--- src/rtl/div_sched_pkg.sv ---
// Shared definitions for the divider scheduler: div op bit positions, FSM state encoding,
// and the zero-divisor result rule used by the fast path.
package div_sched_pkg;

    localparam int DIV_OP_UNSIGNED = 0;
    localparam int DIV_OP_REM      = 1;
    localparam int DIV_OP_WORD     = 2;

    localparam logic [1:0] ST_IDLE  = 2'd0;
    localparam logic [1:0] ST_BUSY  = 2'd1;
    localparam logic [1:0] ST_HOLD  = 2'd2;
    localparam logic [1:0] ST_DRAIN = 2'd3;

    typedef struct packed {
        logic [63:0] operand1;
        logic [63:0] operand2;
        logic [2:0]  op;
    } div_cmd_t;

    // Word ops only look at the low half of the divisor.
    function automatic logic divisor_is_zero(input div_cmd_t cmd);
        if (cmd.op[DIV_OP_WORD]) return cmd.operand2[31:0] == 32'd0;
        return cmd.operand2 == 64'd0;
    endfunction

    function automatic logic [63:0] zero_div_result(input div_cmd_t cmd);
        if (!cmd.op[DIV_OP_REM]) return '1;
        if (cmd.op[DIV_OP_WORD]) return {{32{cmd.operand1[31]}}, cmd.operand1[31:0]};
        return cmd.operand1;
    endfunction

endpackage

--- src/rtl/arb_rr2.sv ---
// Two-requester round-robin arbiter: combinational grant, pointer moves to the other
// requester only after a contested grant is consumed (advance).
module arb_rr2 (
    input  logic       clk,
    input  logic       rst,
    input  logic [1:0] req,
    input  logic       advance,
    output logic [1:0] grant
);

    logic ptr;

    always_comb begin
        grant = 2'b00;
        case (req)
            2'b01:   grant = 2'b01;
            2'b10:   grant = 2'b10;
            2'b11:   grant = ptr ? 2'b10 : 2'b01;
            default: grant = 2'b00;
        endcase
    end

    always_ff @(posedge clk) begin
        if (rst) begin
            ptr <= 1'b0;
        end else if (advance && (req == 2'b11)) begin
            ptr <= ~ptr;
        end
    end

endmodule

--- src/rtl/div_sched.sv ---
// Shares one iterative divider between two requesters; one op in flight, zero divisors answered
// locally one cycle after acceptance, results held under resp_valid/resp_ready, flush cancels work.
module div_sched
    import div_sched_pkg::*;
#(
    parameter int TAG_W = 4
) (
    input  logic             clk,
    input  logic             rst,
    input  logic             req0_valid,
    output logic             req0_ready,
    input  logic [63:0]      req0_operand1,
    input  logic [63:0]      req0_operand2,
    input  logic [2:0]       req0_op,
    input  logic [TAG_W-1:0] req0_tag,
    input  logic             req1_valid,
    output logic             req1_ready,
    input  logic [63:0]      req1_operand1,
    input  logic [63:0]      req1_operand2,
    input  logic [2:0]       req1_op,
    input  logic [TAG_W-1:0] req1_tag,
    input  logic             flush,
    output logic             div_req_valid,
    input  logic             div_req_ready,
    output logic [63:0]      div_operand1,
    output logic [63:0]      div_operand2,
    output logic [2:0]       div_op,
    input  logic             div_resp_valid,
    input  logic [63:0]      div_resp_result,
    output logic             resp_valid,
    input  logic             resp_ready,
    output logic             resp_port,
    output logic [TAG_W-1:0] resp_tag,
    output logic [63:0]      resp_result
);

    logic [1:0]       state;
    logic [1:0]       grant;
    logic             sel;
    logic             issue_ok;
    logic             accept;
    logic             zero_div;
    div_cmd_t         cmd0;
    div_cmd_t         cmd1;
    div_cmd_t         cmd;
    logic             port_q;
    logic [TAG_W-1:0] tag_q;
    logic [63:0]      result_q;

    arb_rr2 u_arb (
        .clk     (clk),
        .rst     (rst),
        .req     ({req1_valid, req0_valid}),
        .advance (accept),
        .grant   (grant)
    );

    assign cmd0     = {req0_operand1, req0_operand2, req0_op};
    assign cmd1     = {req1_operand1, req1_operand2, req1_op};
    assign sel      = grant[1];
    assign cmd      = sel ? cmd1 : cmd0;
    assign zero_div = divisor_is_zero(cmd);

    // Acceptance also waits on div_req_ready for zero divisors so both paths share one handshake rule.
    assign issue_ok      = (state == ST_IDLE) && !flush && !rst;
    assign req0_ready    = issue_ok && grant[0] && div_req_ready;
    assign req1_ready    = issue_ok && grant[1] && div_req_ready;
    assign accept        = req0_ready || req1_ready;
    assign div_req_valid = issue_ok && (grant != 2'b00) && !zero_div;
    assign div_operand1  = cmd.operand1;
    assign div_operand2  = cmd.operand2;
    assign div_op        = cmd.op;

    // A flushed result never presents a valid, so it can never complete a handshake.
    assign resp_valid  = (state == ST_HOLD) && !flush;
    assign resp_port   = port_q;
    assign resp_tag    = tag_q;
    assign resp_result = result_q;

    always_ff @(posedge clk) begin
        if (rst) begin
            state <= ST_IDLE;
        end else begin
            case (state)
                ST_IDLE: begin
                    if (accept) state <= zero_div ? ST_HOLD : ST_BUSY;
                end
                ST_BUSY: begin
                    // A flush coinciding with the response has nothing left to drain.
                    if (div_resp_valid)  state <= flush ? ST_IDLE : ST_HOLD;
                    else if (flush)      state <= ST_DRAIN;
                end
                ST_HOLD: begin
                    if (flush || resp_ready) state <= ST_IDLE;
                end
                ST_DRAIN: begin
                    if (div_resp_valid) state <= ST_IDLE;
                end
                default: state <= ST_IDLE;
            endcase
        end
    end

    always_ff @(posedge clk) begin
        if (accept) begin
            port_q   <= sel;
            tag_q    <= sel ? req1_tag : req0_tag;
            result_q <= zero_div_result(cmd);
        end else if ((state == ST_BUSY) && div_resp_valid) begin
            result_q <= div_resp_result;
        end
    end

    always_ff @(posedge clk) begin
        if (!rst && div_resp_valid) begin
            assert ((state == ST_BUSY) || (state == ST_DRAIN))
                else $error("div_sched: divider response with no operation outstanding");
        end
    end

endmodule
--- config.mk ---
export PLATFORM = sky130hd
export DESIGN_NAME = div_sched
export DESIGN_NICKNAME = d
export VERILOG_FILES = /design/src/rtl/div_sched_pkg.sv /design/src/rtl/arb_rr2.sv /design/src/rtl/div_sched.sv
export SDC_FILE = /design/constraint.sdc
export NUM_CORES = 1
export LEC_CHECK = 0
export BUFFER_PORTS_ARGS = -buffer_cell sky130_fd_sc_hd__buf_2
export CAP_MARGIN = 20
export CORE_AREA = 2 2 213 215
export CTS_BUF_LIST = sky130_fd_sc_hd__clkbuf_16
export CTS_CLUSTER_SIZE = 16
export DETAILED_ROUTE_END_ITERATION = 6
export DIE_AREA = 0 0 215 217
export GPL_ROUTABILITY_DRIVEN = 0
export HOLD_SLACK_MARGIN = 0.02
export PLACE_DENSITY = 0.41
export SLEW_MARGIN = 20
export SYNTH_ARGS = -nofsm -noshare
export SYNTH_HDL_FRONTEND = slang
export SYNTH_HIERARCHICAL = 1
export SYNTH_SLANG_ARGS = --single-unit
--- constraint.sdc ---
create_clock -name clk -period 14.8 [get_ports clk]
set_clock_uncertainty 0.1 [all_clocks]
set_input_delay 4.44 -clock clk [delete_from_list [all_inputs] [get_ports clk]]
set_output_delay 4.44 -clock clk [all_outputs]
set_load 0.01 [all_outputs]
After elaboration in Yosys (flattened, before gate mapping). Cells that the tools add are included.

Register bits: 72. Bits of input ports: 342. Logic and storage cells: 63. Output and inout port bits: 204.

Multiplexer cells: 25. Eq/ne operators: 10. Reduce and logical (&&, ||, !) cells: 22. Bitwise operators: 1.

Operator list (number): 64-bit two-way mux (6); 131-bit two-way mux (1); 64-bit logical NOT (1); 32-bit logical NOT (1); 2-bit two-way mux (8); 1-bit logical AND (11); 2-bit equality test (second input constant) (4); 2-bit case mux with 4 select lines (1); 1-bit two-way mux (7); 2-bit case mux with 3 select lines (1); 2-bit by 1-bit equality test with 1-bit output (second input constant) (2); 4-bit two-way mux (1); 2-bit by 1-bit inequality test with 1-bit output (second input constant) (2); 4-bit AND reduction (1); 2-bit nonzero test (2); 1-bit logical NOT (3); 3-bit inequality test (second input constant) (1); 2-bit logical NOT (1); 1-bit logical OR (2); 2-bit inequality test (second input constant) (1); 1-bit NOT (1).

Depth between registers and ports, before layout.
Word-level depth: 12. Mapped depth: 9. Mapped depth without buffers: 7.

By module. Netlist, hierarchy kept.

By module, submodules not included: div_sched (sequential area each 2112.0 um^2, cells an instance 521, area an instance 5186.2 um^2, instances 1); arb_rr2 (sequential area each 20.0 um^2, cells an instance 8, area an instance 70.1 um^2, instances 1).

Least setup slack after synthesis. Ideal clock, no wire load.

Path kind: in2out. Start point: input req1_valid. End point: output div_operand2[10]. Stages on the path: 7. Path buffers: 5. Data arrival time: 6.026 ns. Slack: 4.234 ns. Data required time: 10.260 ns. Cell sequence: a21boi_0 -> buf_6 -> buf_4 -> buf_2 -> buf_2 -> buf_2 -> mux2_2.

Longest elaborated chain between the ends: 3. Elaborated cells between the ends (all ways): 5. Classes of those cells: eq/ne (3); mux (2).

Ends and longest elaborated chain: start, declared (RTL line div_sched.sv:16) `input logic req1_valid,`; 2-bit equality test or 2-bit by 1-bit equality test with 1-bit output (tied branches) (RTL line arb_rr2.sv:15) `case (req)`; 2-bit case mux with 3 select lines * (RTL line arb_rr2.sv:15); 131-bit two-way mux * (RTL line div_sched.sv:61) `assign cmd = sel ? cmd1 : cmd0;`; end, declared (RTL line div_sched.sv:26) `output logic [63:0] div_operand2,`.

Every way passes the cells marked *; elsewhere a longest branch is shown, timed or not.

Worst setup path after layout.
Start point: input req0_valid. End point: output div_req_valid.

Longest elaborated chain between the ends: 8. Elaborated cells between the ends (all ways): 14. Classes of those cells: eq/ne (3); mux (5); reduce/logical (6).

Ends and longest elaborated chain: start, declared (RTL line div_sched.sv:10) `input logic req0_valid,`; 2-bit equality test or 2-bit by 1-bit equality test with 1-bit output (tied branches) (RTL line arb_rr2.sv:15); 2-bit case mux with 3 select lines * (RTL line arb_rr2.sv:15); via grant[1] (RTL line div_sched.sv:38) `logic [1:0] grant;`; 131-bit two-way mux (RTL line div_sched.sv:61); 32-bit logical NOT (RTL line div_sched_pkg.sv:22) `if (cmd.op[DIV_OP_WORD]) return cmd.operand2[31:0] == 32'd0;`; 1-bit two-way mux (RTL line div_sched_pkg.sv:22); 1-bit two-way mux (RTL line div_sched_pkg.sv:23) `return cmd.operand2 == 64'd0;`; 1-bit logical NOT (RTL line div_sched.sv:69) `assign div_req_valid = issue_ok && (grant != 2'b00) && !zero_div;`; 1-bit logical AND * (RTL line div_sched.sv:69); end, declared (RTL line div_sched.sv:23) `output logic div_req_valid,`.

The timed path passes the listed nets; every way through them passes the cells marked *. The select of a mux whose other input is x is not followed.

==> flow_summary.ini <==
[synthesis]
yosysSeqAreaShare_pct = 40.6
synth_cell_types = 40
synth_warnings = 6
ys_ff_latch = 72
async_flop_share_pct = 0
synth_cells = 529
synth_top_flop_cell = edfxtp_1
synth-edff-count = 69
syn_area_sq_um = 5260
syn_avg_cell_area_sq_um = 9.94
syn-num-nets = 871

[setup_path]
required_ps = 10260
end_kind = output pin
regToRegSetupSlack_ps = 11500
arrival_ps = 6660
critPathKind = primary input to output pin
crit_fanout = 61
start_kind = primary input

[sta]
report.final.slew_viol_count = 0
slew_headroom_pct = 43.0
tightest_slew_ps = 854
finalCriticalPeriod_ps = 11200
fin_setup_tns_ps = 0
timing.fmax_ghz = 0.0893
setup_violations = 0
hold_violations = 0
rsz0062_at_grt = no
finalCritPeriodShare_pct = 75.6

[grt]
first_global_vias = 6123
grt_pass1_wl_um = 37100
antenna_found_initial = 2
grt_usage_pct = 10.6
grt-ovfl-total = 0
grt_max_degree = 90

[clock_tree]
cts_inserted_buffers = 9
path_clk_slew_ps = 80
clkLatencyLatePin_ps = 380
cts_setup_buffers = 0
clkSinkCount = 72
cts_tree = yes
cts_max_level = 3
ctsHoldBuffers = 0
cts_root_buf = clkbuf_16
cts_max_path_buffers = 2
cts_resized = 0

[die]
fp.coreArea_sq_um = 44700
rows = 78
die_width_um = 215
die_y_um = 217
io_pins = 546
die_area_sq_um = 46700
initial_core_util_pct = 11.8

[drt]
drtIter0Drc = 240
wl_per_cell_um = 15.6
drt_drc_violations_left = 0
via_per_inst = 3.77
dr.pass1.iters = 6
wl_um = 25900
route.antenna.remaining_nets = 0
vias = 6257

[hold_path]
hp-class = flop to flop

[final_layout]
n_antenna_cell = 0
drive_gt1_share_pct = 67.2
syn_to_final_growth_pct = 71.5
nets = 1397
final_cells = 1660

[status]
status = finished, final reports clean

[placed_design]
portBuffers = 545
placed_cells = 1644
detailed_place_hpwl_um = 21200

[pwr]
p_leak_nw = 4.15
ir_drop_uv = 45.1
power.density_nw_per_um2 = 79.0

[run]
maxCapViolations = 0
-- registers in the layout, summed over array words and instances, names as in the netlist --
register / cells
resp_tag: 4
state: 2
resp_port: 1
u_arb/ptr: 1
resp_result: 64
-- placed cells by master, fill, tap and decap left out, types with 2 or more instances in the layout --
cell type    n
nor4_2       2
nand3_1      5
mux2i_1      2
dfxtp_1      3
buf_2      545
nor4b_1      2
and3_1       2
bufinv_16    3
o21ai_1      5
nor2_1      42
mux2_2     131
nor3_1       7
o21ai_0     63
mux2i_4      2
inv_1        7
clkbuf_16    9
nor4_1      19
inv_6        2
buf_4       10
nand2_1     68
edfxtp_1    69
a21oi_1     36
nand4_1      4
-- final timing paths --
| path | from | end | cells after the start |
|---|---|---|---|
| worst min register to register | u_arb/ptr$_SDFFE_PP0P_ | u_arb/ptr$_SDFFE_PP0P_ | 2 |
| worst max-delay path | req0_valid | div_req_valid | 10 |
| worst max register to register | u_arb/ptr$_SDFFE_PP0P_ | resp_result[10]$_DFFE_PP_ | 8 |
| worst min-delay path | u_arb/ptr$_SDFFE_PP0P_ | u_arb/ptr$_SDFFE_PP0P_ | 2 |
-- report_power, final --
part           switching [mW]  total (mW)  internal (mW)
Clock                   0.108       0.276          0.167
Combinational           0.105       0.201         0.0961
Sequential            0.00193       0.235          0.233
Total                   0.215       0.712          0.497
-- cell usage after synthesis, types with 2 or more instances --
cell / count / share of area (%)
mux2_2: 131 / 28
edfxtp_1: 69 / 39
nand2_1: 68 / 4.9
o21ai_0: 64 / 6.1
nor2_1: 42 / 3.0
a21oi_1: 36 / 3.4
nor4_1: 19 / 2.3
buf_2: 17 / 1.6
clkbuf_1: 17 / 1.2
inv_1: 7 / 0.50
nor3_1: 7 / 0.67
nand3_1: 5 / 0.48
o21ai_1: 5 / 0.48
buf_4: 4 / 0.57
nand4_1: 4 / 0.48
dfxtp_1: 3 / 1.1
mux2i_1: 3 / 0.57
a21boi_0: 2 / 0.29
and3_1: 2 / 0.24
buf_6: 2 / 0.43
nor4_2: 2 / 0.48
nor4b_1: 2 / 0.33
-- layout make-up --
type | instances | area, sq um
sequential | 72 | 2130
tap | 600 | 751
clock inverter | 7 | 126
fill | 5050 | 35700
inverter | 8 | 35.0
multi-input combinational | 409 | 2940
timing repair buffer | 555 | 2800
clock buffer | 9 | 225
-- logic make-up after synthesis --
| logic type | after synthesis | synth area share (%) |
|---|---|---|
| simple gates | 155 | 13.4 |
| buf+inv | 48 | 4.50 |
| compound gates | 118 | 12.4 |
| mux | 136 | 29.2 |
| flops | 72 | 40.6 |
-- worst max-delay path, stage by stage --
cell      delay (ps)
buf_2            130
a21boi_4         200
buf_4            310
buf_4            650
nor4_1           190
nand4_1          150
o22ai_1           90
and4_1           190
a21oi_1          130
buf_2            160
-- metrics by stage --
stage / setup WS (ps) / hold WS, ps / total power, mW / util, % / instance area [sq um]
floorplan: 4230 / 456 / 0.338 / - / 5260
global placement: 3520 / 476 / 0.444 / 19.4 / 8660
CTS: 3510 / 511 / 0.733 / 20.2 / 9010
detailed placement: 3490 / 491 / 0.444 / 19.4 / 8660
finish: 3600 / 514 / 0.712 / 20.2 / 9010
global route: 3310 / 548 / 0.755 / 20.2 / 9010
-- metal layers --
layer	vias to the layer above	global-route usage [%]	part of all wire (%)
li1	3023	-	-
met2	316	17.8	48
met5	-	0	0.10
met3	26	3.41	7.7
met1	2888	12.7	42
met4	4	3.98	2.0
No activity file was read; power rests on OpenSTA's default activity.
